==> src/rtl/mem_arb_pkg.sv <==
// Shared types and constants for the fetch/data memory port arbiter.
// The ack watchdog is compiled in with MEM_ARB_TIMEOUT_EN.
package mem_arb_pkg;

   typedef enum logic [1:0] {
      IDLE  = 2'd0,
      DATA  = 2'd1,
      FETCH = 2'd2,
      DONE  = 2'd3
   } arbState_t;

   localparam logic [3:0] BE_WORD = 4'hF;
   localparam int TIMEOUT_DEF = 255;

   function automatic int toCntW(input int cycles);
      return $clog2(cycles + 1);
   endfunction

   localparam int TO_CNT_W = toCntW(TIMEOUT_DEF);

endpackage

==> src/rtl/mem_arb_timeout.sv <==
// Ack watchdog: counts wait cycles of an outstanding memory request.
// Only instantiated when MEM_ARB_TIMEOUT_EN is defined.
module mem_arb_timeout
   import mem_arb_pkg::*;
#(
   parameter int TIMEOUT_CYCLES = 255
) (
   input  logic clk,
   input  logic reset,
   input  logic run,
   output logic expired
);

   localparam int CW = toCntW(TIMEOUT_CYCLES);
   localparam logic [CW-1:0] LAST = CW'(TIMEOUT_CYCLES - 1);

   logic [CW-1:0] cnt;

   always_ff @(posedge clk or negedge reset) begin
      if (!reset) begin
         cnt <= '0;
      end else if (!run) begin
         cnt <= '0;
      end else begin
         cnt <= cnt + 1'b1;
      end
   end

   // Fires during the last allowed wait cycle so done lands after it.
   assign expired = run & (cnt == LAST);

endmodule

==> src/rtl/mem_port_arbiter.sv <==
// Arbitrates one single-ported memory between fetch and memory stages.
// Optional ack watchdog and bus_err under MEM_ARB_TIMEOUT_EN.
module mem_port_arbiter
   import mem_arb_pkg::*;
#(
   parameter int ADDR_W         = 32,
   parameter int TIMEOUT_CYCLES = 255
) (
   input  logic              clk,
   input  logic              reset,
   input  logic              pipe_hold,
   input  logic              if_req,
   input  logic [ADDR_W-1:0] if_addr,
   output logic [31:0]       if_rdata,
   output logic              if_done,
   input  logic              dm_req,
   input  logic              dm_we,
   input  logic [3:0]        dm_be,
   input  logic [ADDR_W-1:0] dm_addr,
   input  logic [31:0]       dm_wdata,
   output logic [31:0]       dm_rdata,
   output logic              dm_done,
   output logic              mem_req,
   output logic              mem_we,
   output logic [3:0]        mem_be,
   output logic [ADDR_W-1:0] mem_addr,
   output logic [31:0]       mem_wdata,
   input  logic [31:0]       mem_rdata,
   input  logic              mem_ack,
   output logic              stall_f,
   output logic              stall_m,
   output logic              bus_err
);

   arbState_t state;
   logic advance;
   logic hit;
   logic [31:0] rdataIn;

   assign stall_f = if_req & ~if_done;
   assign stall_m = dm_req & ~dm_done;
   assign advance = ~pipe_hold & ~stall_f & ~stall_m;

`ifdef MEM_ARB_TIMEOUT_EN
   logic expired;

   mem_arb_timeout #(
      .TIMEOUT_CYCLES(TIMEOUT_CYCLES)
   ) uTimeout (
      .clk    (clk),
      .reset  (reset),
      .run    (mem_req),
      .expired(expired)
   );

   assign hit     = mem_req & (mem_ack | expired);
   assign rdataIn = mem_ack ? mem_rdata : 32'h0;

   always_ff @(posedge clk or negedge reset) begin
      if (!reset) begin
         bus_err <= 1'b0;
      end else if (mem_req & expired & ~mem_ack) begin
         bus_err <= 1'b1;
      end
   end
`else
   assign hit     = mem_req & mem_ack;
   assign rdataIn = mem_rdata;
   // Watchdog depth is meaningless here; reference keeps it tied off.
   assign bus_err = (TIMEOUT_CYCLES < 0);
`endif

   always_ff @(posedge clk or negedge reset) begin
      if (!reset) begin
         state     <= IDLE;
         mem_req   <= 1'b0;
         mem_we    <= 1'b0;
         mem_be    <= '0;
         mem_addr  <= '0;
         mem_wdata <= '0;
         if_rdata  <= '0;
         if_done   <= 1'b0;
         dm_rdata  <= '0;
         dm_done   <= 1'b0;
      end else begin
         if (advance) begin
            if_done <= 1'b0;
            dm_done <= 1'b0;
         end
         unique case (state)
            IDLE: begin
               if (dm_req & ~dm_done) begin
                  state     <= DATA;
                  mem_req   <= 1'b1;
                  mem_we    <= dm_we;
                  mem_be    <= dm_be;
                  mem_addr  <= dm_addr;
                  mem_wdata <= dm_wdata;
               end else if (if_req & ~if_done) begin
                  state     <= FETCH;
                  mem_req   <= 1'b1;
                  mem_we    <= 1'b0;
                  mem_be    <= BE_WORD;
                  mem_addr  <= if_addr;
                  mem_wdata <= '0;
               end
            end
            DATA: begin
               if (hit) begin
                  state    <= DONE;
                  mem_req  <= 1'b0;
                  dm_rdata <= rdataIn;
                  dm_done  <= 1'b1;
               end
            end
            FETCH: begin
               if (hit) begin
                  state    <= DONE;
                  mem_req  <= 1'b0;
                  if_rdata <= rdataIn;
                  if_done  <= 1'b1;
               end
            end
            DONE: state <= IDLE;
            default: state <= IDLE;
         endcase
      end
   end

endmodule

==> config.mk <==
export PLATFORM = sky130hd
export DESIGN_NAME = mem_port_arbiter
export DESIGN_NICKNAME = d
export VERILOG_FILES = /design/src/rtl/mem_arb_pkg.sv /design/src/rtl/mem_arb_timeout.sv /design/src/rtl/mem_port_arbiter.sv
export SDC_FILE = /design/constraint.sdc
export NUM_CORES = 1
export LEC_CHECK = 0
export BUFFER_PORTS_ARGS = -buffer_cell sky130_fd_sc_hd__buf_2
export CAP_MARGIN = 10
export CORE_ASPECT_RATIO = 1.25
export CORE_MARGIN = 2
export CORE_UTILIZATION = 46
export CTS_CLUSTER_SIZE = 25
export DETAILED_ROUTE_END_ITERATION = 12
export GPL_TIMING_DRIVEN = 0
export PLACE_DENSITY = 0.81
export SYNTH_ARGS = -nofsm -noshare
export SYNTH_HDL_FRONTEND = slang
export SYNTH_SLANG_ARGS = --single-unit
==> constraint.sdc <==
create_clock -name clk -period 1.85 [get_ports clk]
set_input_delay 0.4625 -clock clk [delete_from_list [all_inputs] [get_ports clk]]
set_output_delay 0.4625 -clock clk [all_outputs]
set_load 0.1 [all_outputs]
==> summary.md, run 1 <==
| Metric | Value |
|---|---|
| Commonest cells after routing, fill and taps aside | `buf_2, dfrtp_1, nand2_1, mux2_2, a22o_1` |
| Outcome | `finished, final reports clean` |
| Core footprint | `11600 um^2` |
| Setup Skew | `0.0123 ns` |
| Post-Syn Nets | `574` |
| Post-CTS Hold Buffers | `0` |
| Layout cells sized above 1 | `55.5%` |
| R2R Setup Slk | `0.13 ns` |
| Dpl hpwl | `11.3 mm` |
| Critical path type | `flip-flop to output pin` |
| Root Buffer | `clkbuf_16` |
| RSZ-0062 raised after global routing | `false` |
| Global-route wire length before repair | `23.8 mm` |
| Via count of the routed design | `4612` |
| Top-area cell type share of the netlist area | `a little over three fifths` |
| Max_slew headroom | `approximately two thirds` |
| FMAX | `551 MHz` |
| Worst-Margin Slew | `0.519 ns` |
| Synth cell types | `25` |
| Initial Util | `47.3%` |
| CP Capture Type | `output pin` |
| Total CTS buffers | `17` |
| Worst Hold Class | `primary input to asynchronous set/reset pin` |
| CP arrival | `1.35 ns` |
| Hold Fails Final Rpt | `0` |
| Sink Count | `138` |
| Antenna diodes | `0` |
| Routability cong. | `0.851` |
| First-pass detailed-route iteration total | `4` |
| Worst Hold Slack | `0.00539 ns` |
| DRC Markers | `0` |
| Synthesized area | `between 5000 and 6000 um^2` |
| DIE HEIGHT | `126 um` |
| Maximum fanout along the worst path | `2` |
| Clk slew on worst S/H paths | `0.06 ns` |
| CTS tree | `built` |
| Worst path required time | `~1.4 ns` |
| Global-route met1 utilization | `27.0%` |
| Die area | `12800 um^2` |
| DRT iter0 DRCs | `between 150 and 200` |
| Cells after Synth | `430` |
| GR Util met3 | `7.21%` |
| YS warnings | `0` |
| Most common cell after layout, fill and taps aside | `buf_2` |
| ANT nets after route | `0` |
| Synth area leader | `dfrtp_1` |
| Top cells by area, synth | `dfrtp_1, mux2_2, a22o_1` |
| Grt met2 use | `41.1%` |
| Startpoint types | `flip-flop` |
| Min setup slack post-route | `0.0358 ns` |
| Num rows | `44` |
| Port Buffers | `276` |
| WL final | `15.1 mm` |
| I/O pins | `278` |
| GR Util All Layers | `23.8%` |
| Wire length per cell | `16.8 um` |
| Syn Area/Cell | `12.8 um^2` |
| Longest Clk Path Bufs | `2` |
| Area growth from synthesis to layout | `42.3%` |
| Final period util | `a little under 100%` |
| Nets | `roughly 870` |
| Dpl ws | `-0.281 ns` |
| Synth Register Bits | `138` |
| Setup TNS | `0 ns` |
| Clock Latency Late Sink | `0.41 ns` |
| Most used routing layer | `met2` |
| Initial antenna violation count | `0` |
| Via density | `between 5 and 6` |
| Largest net degree at the start of global routing | `85` |
| Pins Over Slew Limit | `0` |
| # setup viols final | `0` |
| Max-cap viol count | `0` |
| Sequential area share after synthesis | `62.9%` |
| Gr ovfl total | `0` |
| H-tree depth | `4` |
| Post-layout minimum cycle time | `1.81 ns` |
| Number of global-route vias before repair | `4911` |
| Die W | `between 100 and 150 um` |
-- state kept, by name, summed over array words and instances, names as in the netlist --
register and cells:
if_done 1, dm_rdata 32, mem_addr 32, mem_we 1
mem_be 4, mem_req 1, dm_done 1, mem_wdata 32
if_rdata 32, state 2
-- what timing repair did --
item                                    4_1_cts  5_1_grt
resized for setup                            15        3
buffers inserted                              5        0
gates cloned                                  0        0
endpoints found under the setup margin        4       22
-- worst paths after layout --
kind	start	to	cells past startpoint
worst min register to register	mem_be[1]	mem_be[1]	1
worst min-delay path	reset	if_rdata[29]	1
min in group clk	dm_wdata[2]	mem_wdata[2]	2
worst max register to register	state[0]	mem_addr[12]	6
max in group asynchronous	reset	mem_wdata[31]	2
worst max-delay path	dm_done	dm_done	2
-- cell usage after synthesis (all sizes together) --
library cell	number
a21boi	1
a21oi	3
a22o	33
a31oi	32
a41oi	2
and2	1
and3	1
buf	26
clkbuf	3
conb	1
dfrtp	138
ha	5
inv	4
mux2	64
nand2	68
nand2b	3
nand3	2
nor2	32
o21ai	4
o22a	6
o31ai	1
-- per-stage QoR --
| step | util, % | instances | cell area, um^2 |
|---|---|---|---|
| floorplan | - | 430 | 5530 |
| global placement | 61.3 | 867 | 7120 |
| detailed placement | 61.6 | 868 | 7150 |
| CTS | 67.4 | 904 | 7840 |
| global route | 67.3 | 902 | 7820 |
| finish | 67.3 | 902 | 7820 |
-- logic make-up (layout without fill, tap and decap cells) --
logic type,after synthesis,after routing,synth area share (%)
flip-flops,138,138,62.9
AND/OR/NAND/NOR,107,107,7.77
AO/OA/AOI/OAI,82,82,11.2
multiplexers,64,64,13.1
buffers and inverters,33,344,3.78
adder cells (fa/ha/maj),5,5,1.14
other,1,1,0.0683
-- layer usage --
| layer | part of all wire, % | up-vias | wire (um) |
|---|---|---|---|
| met5 | 0 | - | 0 |
| met4 | 2.3 | 0 | 354 |
| met3 | 7.2 | 31 | 1100 |
| met2 | 53 | 218 | 7940 |
| met1 | 38 | 2249 | 5720 |
| li1 | - | 2114 | - |
-- critical path, cell delays in order (launching register included) --
cell     delay [ns]
dfrtp_4        0.40
buf_4          0.11
buf_2          0.43
-- cell type report --
| cell class | instances | area [um^2] |
|---|---|---|
| inverters | 4 | 26.3 |
| plain buffers | 26 | 174 |
| multi-input cells | 259 | 1860 |
| clock inverters | 13 | 166 |
| fillers | 853 | 3800 |
| repair buffers | 282 | 1490 |
| clock buffers | 19 | 433 |
| flip-flops and latches | 138 | 3460 |
| well taps | 161 | 201 |
Power of run 1 is left out: the tool's default activity adds up to more than one toggle a clock period on the data nets, which glitch-free logic cannot reach.
==> run 2, diff against run 1 <==
--- a/config.mk
+++ b/config.mk
@@ -5,6 +5,7 @@
 export SDC_FILE = /design/constraint.sdc
 export NUM_CORES = 1
 export LEC_CHECK = 0
+export ABC_AREA = 1
 export BUFFER_PORTS_ARGS = -buffer_cell sky130_fd_sc_hd__buf_2
 export CAP_MARGIN = 10
 export CORE_ASPECT_RATIO = 1.25
@@ -12,8 +13,9 @@
 export CORE_UTILIZATION = 46
 export CTS_CLUSTER_SIZE = 25
 export DETAILED_ROUTE_END_ITERATION = 12
+export GPL_ROUTABILITY_DRIVEN = 0
 export GPL_TIMING_DRIVEN = 0
-export PLACE_DENSITY = 0.81
+export PLACE_DENSITY = 0.8
 export SYNTH_ARGS = -nofsm -noshare
 export SYNTH_HDL_FRONTEND = slang
 export SYNTH_SLANG_ARGS = --single-unit
==> run 2 against run 1 <==
  * First-iteration DRC count is 95% higher
  * Area after synthesis is 5.1% higher
  * Die area is 5.0% higher
  * Critical path depth is 1 higher
  * Setup slack better by 0.024 ns
  * Largest cell class unchanged
  * Critical endpoint is now stall_m
  * Routed wire length is 7.2% higher
  * Non-clock buffer count is 10 higher
  * Maximum frequency is 1.3% higher
  * Register-to-register slack better by 0.08 ns
==> summary.md, run 2 <==
| Metric | Value |
|---|---|
| Outcome | `finished, final reports clean` |
| Die area | `13500 um^2` |
| Dpl hpwl | `12.4 mm` |
| First-pass detailed-route iteration total | `4` |
| Clk slew on worst S/H paths | `about 0.060 ns` |
| Commonest cells after routing, fill and taps aside | `nand2_1, buf_2, dfrtp_1, o21ai_0, inv_1` |
| DRC Markers | `0` |
| Critical path type | `flip-flop to output pin` |
| Critical Path Start | `dm_done` |
| Initial Util | `47.3%` |
| Simple-gate share of the synthesized area | `26.5%` |
| Via density | `between 4 and 5` |
| Layout cells sized above 1 | `a little over a third` |
| CTS tree | `built` |
| Worst path required time | `1.39 ns` |
| Top cells by area, synth | `dfrtp_1, nand2_1, o21ai_0` |
| Clock Latency Late Sink | `0.40 ns` |
| CP arrival | `1.33 ns` |
| Pins Over Slew Limit | `0` |
| Worst-Margin Slew | `0.556 ns` |
| ANT nets after route | `0` |
| I/O pins | `roughly 280` |
| Commonest cells in the netlist | `nand2_1, dfrtp_1, o21ai_0` |
| Via count of the routed design | `roughly 5400` |
| Num rows | `45` |
| Synthesized area | `5770 um^2` |
| Post-synth ARST share | `between 90% and 100%` |
| Post-synth top flop | `dfrtp_1` |
| Worst reg2reg startpoint | `dm_done` |
| Main combinational cell family by area after synthesis | `simple AND/OR/NAND/NOR gates` |
| Startpoint types | `flip-flop` |
| Area growth from synthesis to layout | `38.6%` |
| Most frequent cell after synthesis | `nand2_1` |
| Nets | `1128` |
| Synth Register Bits | `about 140` |
| Mux cell area share after synthesis | `0%` |
| Largest net degree at the start of global routing | `81` |
| Gr ovfl total | `0` |
| Root Buffer | `clkbuf_16` |
| Sink Count | `about 140` |
| Hold Fails Final Rpt | `0` |
| Antenna diodes | `0` |
| DRT iter0 DRCs | `around 310` |
| Initial antenna violation count | `0` |
| Post-Syn Nets | `830` |
| Wire length per cell | `roughly 14 um` |
| Fin util | `between 60% and 70%` |
| WL final | `16.2 mm` |
| Max-cap viol count | `0` |
| YS warnings | `0` |
| WL met1 | `about 6.4 mm` |
| Sequential area share after synthesis | `59.8%` |
| DIE HEIGHT | `129 um` |
| Total CTS buffers | `17` |
| Setup Skew | `0.00751 ns` |
| Post-CTS Hold Buffers | `0` |
| GR Util All Layers | `24.6%` |
| Xor/xnor share of the synthesized area | `0%` |
| Worst Hold Slack | `roughly 0.014 ns` |
| Highest routed layer | `met4` |
| Compound-Gate Fraction of Synth Area | `about 6%` |
| Syn Area/Cell | `~8.4 um^2` |
| Final period util | `96.8%` |
| Longest Clk Path Bufs | `2` |
| Number of fill cells | `1044` |
| Top-area cell type share of the netlist area | `59.8%` |
| Cells after Synth | `686` |
| # setup viols final | `0` |
| Placement Cell Area | `7400 um^2` |
| Post-layout minimum cycle time | `1.79 ns` |
| RSZ-0062 raised after global routing | `false` |
| Synth cell types | `16` |
| EDFF count, synth | `0` |
| Number of global-route vias before repair | `between 5000 and 6000` |
| Maximum fanout along the worst path | `10` |
| Port Buffers | `roughly 280` |
| Die W | `104 um` |
| Met2 routed WL | `8.45 mm` |
| Cell area after layout | `8000 um^2` |
| Max_slew headroom | `~63%` |
| CP Capture Type | `output pin` |
| Post-Place Cells | `1127` |
| Met3 Routed Length | `1.19 mm` |
| Adder-cell share of the synthesized area | `about 1.1%` |
| Most common cell after layout, fill and taps aside | `nand2_1` |
| H-tree depth | `4` |
| FMAX | `558 MHz` |
| Worst Hold Class | `primary input to asynchronous set/reset pin` |
| Core footprint | `12200 um^2` |
| Synth area leader | `dfrtp_1` |
| Final std cells w/o fill | `1161` |
| Global-route wire length before repair | `26.1 mm` |
-- run 2: cell count changes after synthesis, moves of 8 or more --
cell | previous run | this run
inv_1 | 3 | 40
mux2_2 | 64 | 0
nand2_1 | 68 | 339
a22o_1 | 33 | 0
o21ai_0 | 3 | 68
buf_2 | 13 | 21
nand3_1 | 0 | 37
nor2_1 | 32 | 12
a31oi_1 | 32 | 0
-- run 2: metrics by stage --
| step | worst slack (ns) | TNS, ns |
|---|---|---|
| 6_report | 0.0594 | 0 |
| 5_1_grt | 0.00764 | 0 |
| 4_1_cts | -0.00957 | -0.00957 |
| 3_5_place_dp | -0.0887 | -0.0887 |
| 3_3_place_gp | -1.79 | -212.86 |
| 2_1_floorplan | -0.0487 | -0.0487 |
-- run 2: routing by layer --
layer | up-vias | GRT usage (%)
li1 | 2706 | -
met5 | - | 0
met2 | 217 | 45.6
met1 | 2503 | 27.8
met3 | 15 | 6.54
met4 | 0 | 7.31
-- run 2: cell type report --
cell class	count	area, um^2	share of cell area [%]
sequential	138	3460	43.2
multi-input combinational	466	1940	24.2
timing repair buffer	279	1450	18.1
clock buffer	18	439	5.49
buffer	39	236	2.95
tap	164	205	2.56
inverter	43	165	2.06
clock inverter	14	111	1.39
-- run 2: cell families after synthesis --
| group | Yosys count |
|---|---|
| compound gates | 68 |
| fa+ha+maj | 5 |
| buf+inv | 82 |
| flops | 138 |
| other cells | 1 |
| simple gates | 392 |
-- run 2: worst paths after layout --
check	slack (ns)	depth (start not counted)	to
max in group asynchronous	1.05	2	dm_done
hold reg to reg	0.47	2	mem_wdata[5]
min in group clk	0.29	3	mem_wdata[12]
hold / removal	0.01	1	if_rdata[27]
setup / recovery	0.06	3	stall_m
setup reg to reg	0.21	9	mem_addr[27]
-- run 2: repair_timing --
action | in CTS | in global routing
gates resized for setup | 8 | 2
pin swaps | 1 | 1
endpoints found under the setup margin | 2 | 2
setup buffers | 0 | 2
gates cloned | 0 | 0
-- run 2: critical path, stage by stage (launching register included) --
cell and delay, ns:
dfrtp_2 0.44, nor2_4 0.16, buf_8 0.15, buf_12 0.17
Power of run 2 is left out for the same reason.
==> run 3, diff against run 2 <==
--- a/config.mk
+++ b/config.mk
@@ -8,14 +8,13 @@
 export ABC_AREA = 1
 export BUFFER_PORTS_ARGS = -buffer_cell sky130_fd_sc_hd__buf_2
 export CAP_MARGIN = 10
-export CORE_ASPECT_RATIO = 1.25
 export CORE_MARGIN = 2
 export CORE_UTILIZATION = 46
 export CTS_CLUSTER_SIZE = 25
 export DETAILED_ROUTE_END_ITERATION = 12
 export GPL_ROUTABILITY_DRIVEN = 0
 export GPL_TIMING_DRIVEN = 0
-export PLACE_DENSITY = 0.8
+export PLACE_DENSITY = 0.92
 export SYNTH_ARGS = -nofsm -noshare
 export SYNTH_HDL_FRONTEND = slang
 export SYNTH_SLANG_ARGS = --single-unit
==> run 3 against run 2 <==
  * Via count rose by 2.6%
  * Final cell count rose by 0.26%
  * Sequential share of layout area fell by 0.38 points
  * Flip-flop and latch count did not move
  * Count of clock-buffer cells in the layout rose by 3
  * Setup slack improved by 0.0011 ns
  * Non-clock buffer count fell by 1
  * Global-route usage fell by 0.086 points
  * Hold slack improved by 0.068 ns
  * Die area barely moved
  * Utilization rose by 1.2 points
  * Critical endpoint unchanged
==> summary.md, run 3 (synthesis gave the netlist of run 2 again) <==
| Metric | Value |
|---|---|
| Outcome | `finished, final reports clean` |
| DRT iter0 DRCs | `380` |
| Initial Util | `47.7%` |
| Wire length per cell | `14.1 um` |
| R2R Setup Slk | `0.16 ns` |
| Hold Fails Final Rpt | `0` |
| Slowest cell on crit path | `dfrtp_2` |
| Worst Hold Class | `primary input to asynchronous set/reset pin` |
| DIE HEIGHT | `116 um` |
| Worst R2R End | `mem_we` |
| First-pass detailed-route iteration total | `4` |
| Min setup slack post-route | `0.0605 ns` |
| Clock Latency Late Sink | `~0.42 ns` |
| Worst Reg-to-Reg Cells | `6` |
| Dpl hpwl | `12.3 mm` |
| Clk slew on worst S/H paths | `~0.06 ns` |
| # setup viols final | `0` |
| Total CTS buffers | `17` |
| Highest cell delay on the worst timing path | `0.46 ns` |
| Sink Count | `138` |
| Layout cells sized above 1 | `34.9%` |
| Post-CTS Hold Buffers | `0` |
| Pins Over Slew Limit | `0` |
| Startpoint types | `flip-flop` |
| RSZ-0062 raised after global routing | `false` |
| Worst-path cell chain | `nor2_4 -> buf_8 -> buf_12` |
| Most common cell after layout, fill and taps aside | `nand2_1` |
| Area of the multi-input gates | `1940 um^2` |
| CTS tree | `built` |
| WL final | `16.4 mm` |
| Final std cells w/o fill | `1164` |
| Antenna diodes | `0` |
| Setup Skew | `0.00791 ns` |
| Critical Path End | `stall_m` |
| Final period util | `96.7%` |
| Longest Clk Path Bufs | `2` |
| Num rows | `40` |
| Number of fill cells | `979` |
| Number of global-route vias before repair | `5178` |
| Dpl ws | `-0.223 ns` |
| Post-Place Cells | `~1100` |
| Critical path type | `flip-flop to output pin` |
| Die W | `116 um` |
| Critical Path Start | `dm_done` |
| H-tree depth | `4` |
| Worst Hold Slack | `between 0.08 and 0.09 ns` |
| Area growth from synthesis to layout | `39.8%` |
| Gr ovfl total | `0` |
| Critical Path Stages | `3` |
| GR Util All Layers | `24.5%` |
| Root Buffer | `clkbuf_16` |
| CP arrival | `about 1.3 ns` |
| Maximum fanout along the worst path | `10` |
| Initial antenna violation count | `0` |
| DRC Markers | `0` |
| Via density | `4.80` |
| Worst reg2reg startpoint | `state[0]` |
| Family with the most delay on the worst path | `flip-flops` |
| Core footprint | `between 10000 and 15000 um^2` |
| Largest net degree at the start of global routing | `86` |
| Worst-Margin Slew | `0.767 ns` |
| Max_slew headroom | `48.8%` |
| Nets | `between 1000 and 1500` |
| CP Capture Type | `output pin` |
| Fin util | `66.7%` |
| Worst path required time | `1.39 ns` |
| I/O pins | `around 280` |
| ANT nets after route | `0` |
| FMAX | `about 560 MHz` |
| Post-layout minimum cycle time | `1.79 ns` |
| Commonest cells after routing, fill and taps aside | `nand2_1, buf_2, dfrtp_1, o21ai_0, inv_1` |
| Port Buffers | `276` |
| FF/Latch Area | `3460 um^2` |
| Die area | `13500 um^2` |
| Critical path buffers and inverters | `2` |
| Via count of the routed design | `around 5600` |
| Max-cap viol count | `0` |
| Global-route wire length before repair | `25.1 mm` |
[run 3: worst reg2reg max path, cell delays in order, from the launching register on]
cell      delay (ns)
dfrtp_1         0.41
inv_1           0.12
ha_1            0.15
buf_2           0.25
clkbuf_1        0.45
nand3_1         0.16
nand2_1         0.10
[run 3: per-layer routing]
| metal | routed length (um) | GRT usage [%] |
|---|---|---|
| met1 | 6480 | 29.8 |
| met2 | 8140 | 40.5 |
| met3 | 1400 | 7.58 |
| met4 | 431 | 10.3 |
| met5 | 0 | 0 |
[run 3: what timing repair did]
| item | in CTS | in global routing |
|---|---|---|
| setup buffers | 1 | 0 |
| endpoints found under the setup margin | 2 | 5 |
| pin swaps | 1 | 0 |
| gates resized for setup | 9 | 4 |
[run 3: stage by stage]
stage                     area (um^2)  TNS, ns
final                            8080        0
after global routing             8080        0
after CTS                        8070        0
after detailed placement         7410   -0.223
after global placement           7370  -205.40
after floorplan                  5780  -0.0487
[run 3: worst min-delay path by stage]
| stage | to | slack (ns) | depth (start not counted) |
|---|---|---|---|
| finish | dm_rdata[30] | 0.08 | 1 |
| floorplan | dm_done | 0.17 | 0 |
| detailed placement | mem_wdata[11] | 0.45 | 2 |
| CTS | dm_rdata[30] | 0.12 | 1 |
| global route | dm_rdata[27] | 0.15 | 1 |
| global placement | mem_wdata[13] | 0.45 | 2 |
[run 3: layout make-up]
| type | count | share of cell area [%] |
|---|---|---|
| plain buffers | 39 | 2.99 |
| clock inverters | 11 | 1.80 |
| multi-input cells | 466 | 24.0 |
| inverters | 43 | 2.05 |
| well taps | 168 | 2.60 |
| clock buffers | 21 | 5.83 |
| flip-flops and latches | 138 | 42.8 |
| repair buffers | 278 | 17.9 |
Power of run 3 is left out for the same reason.
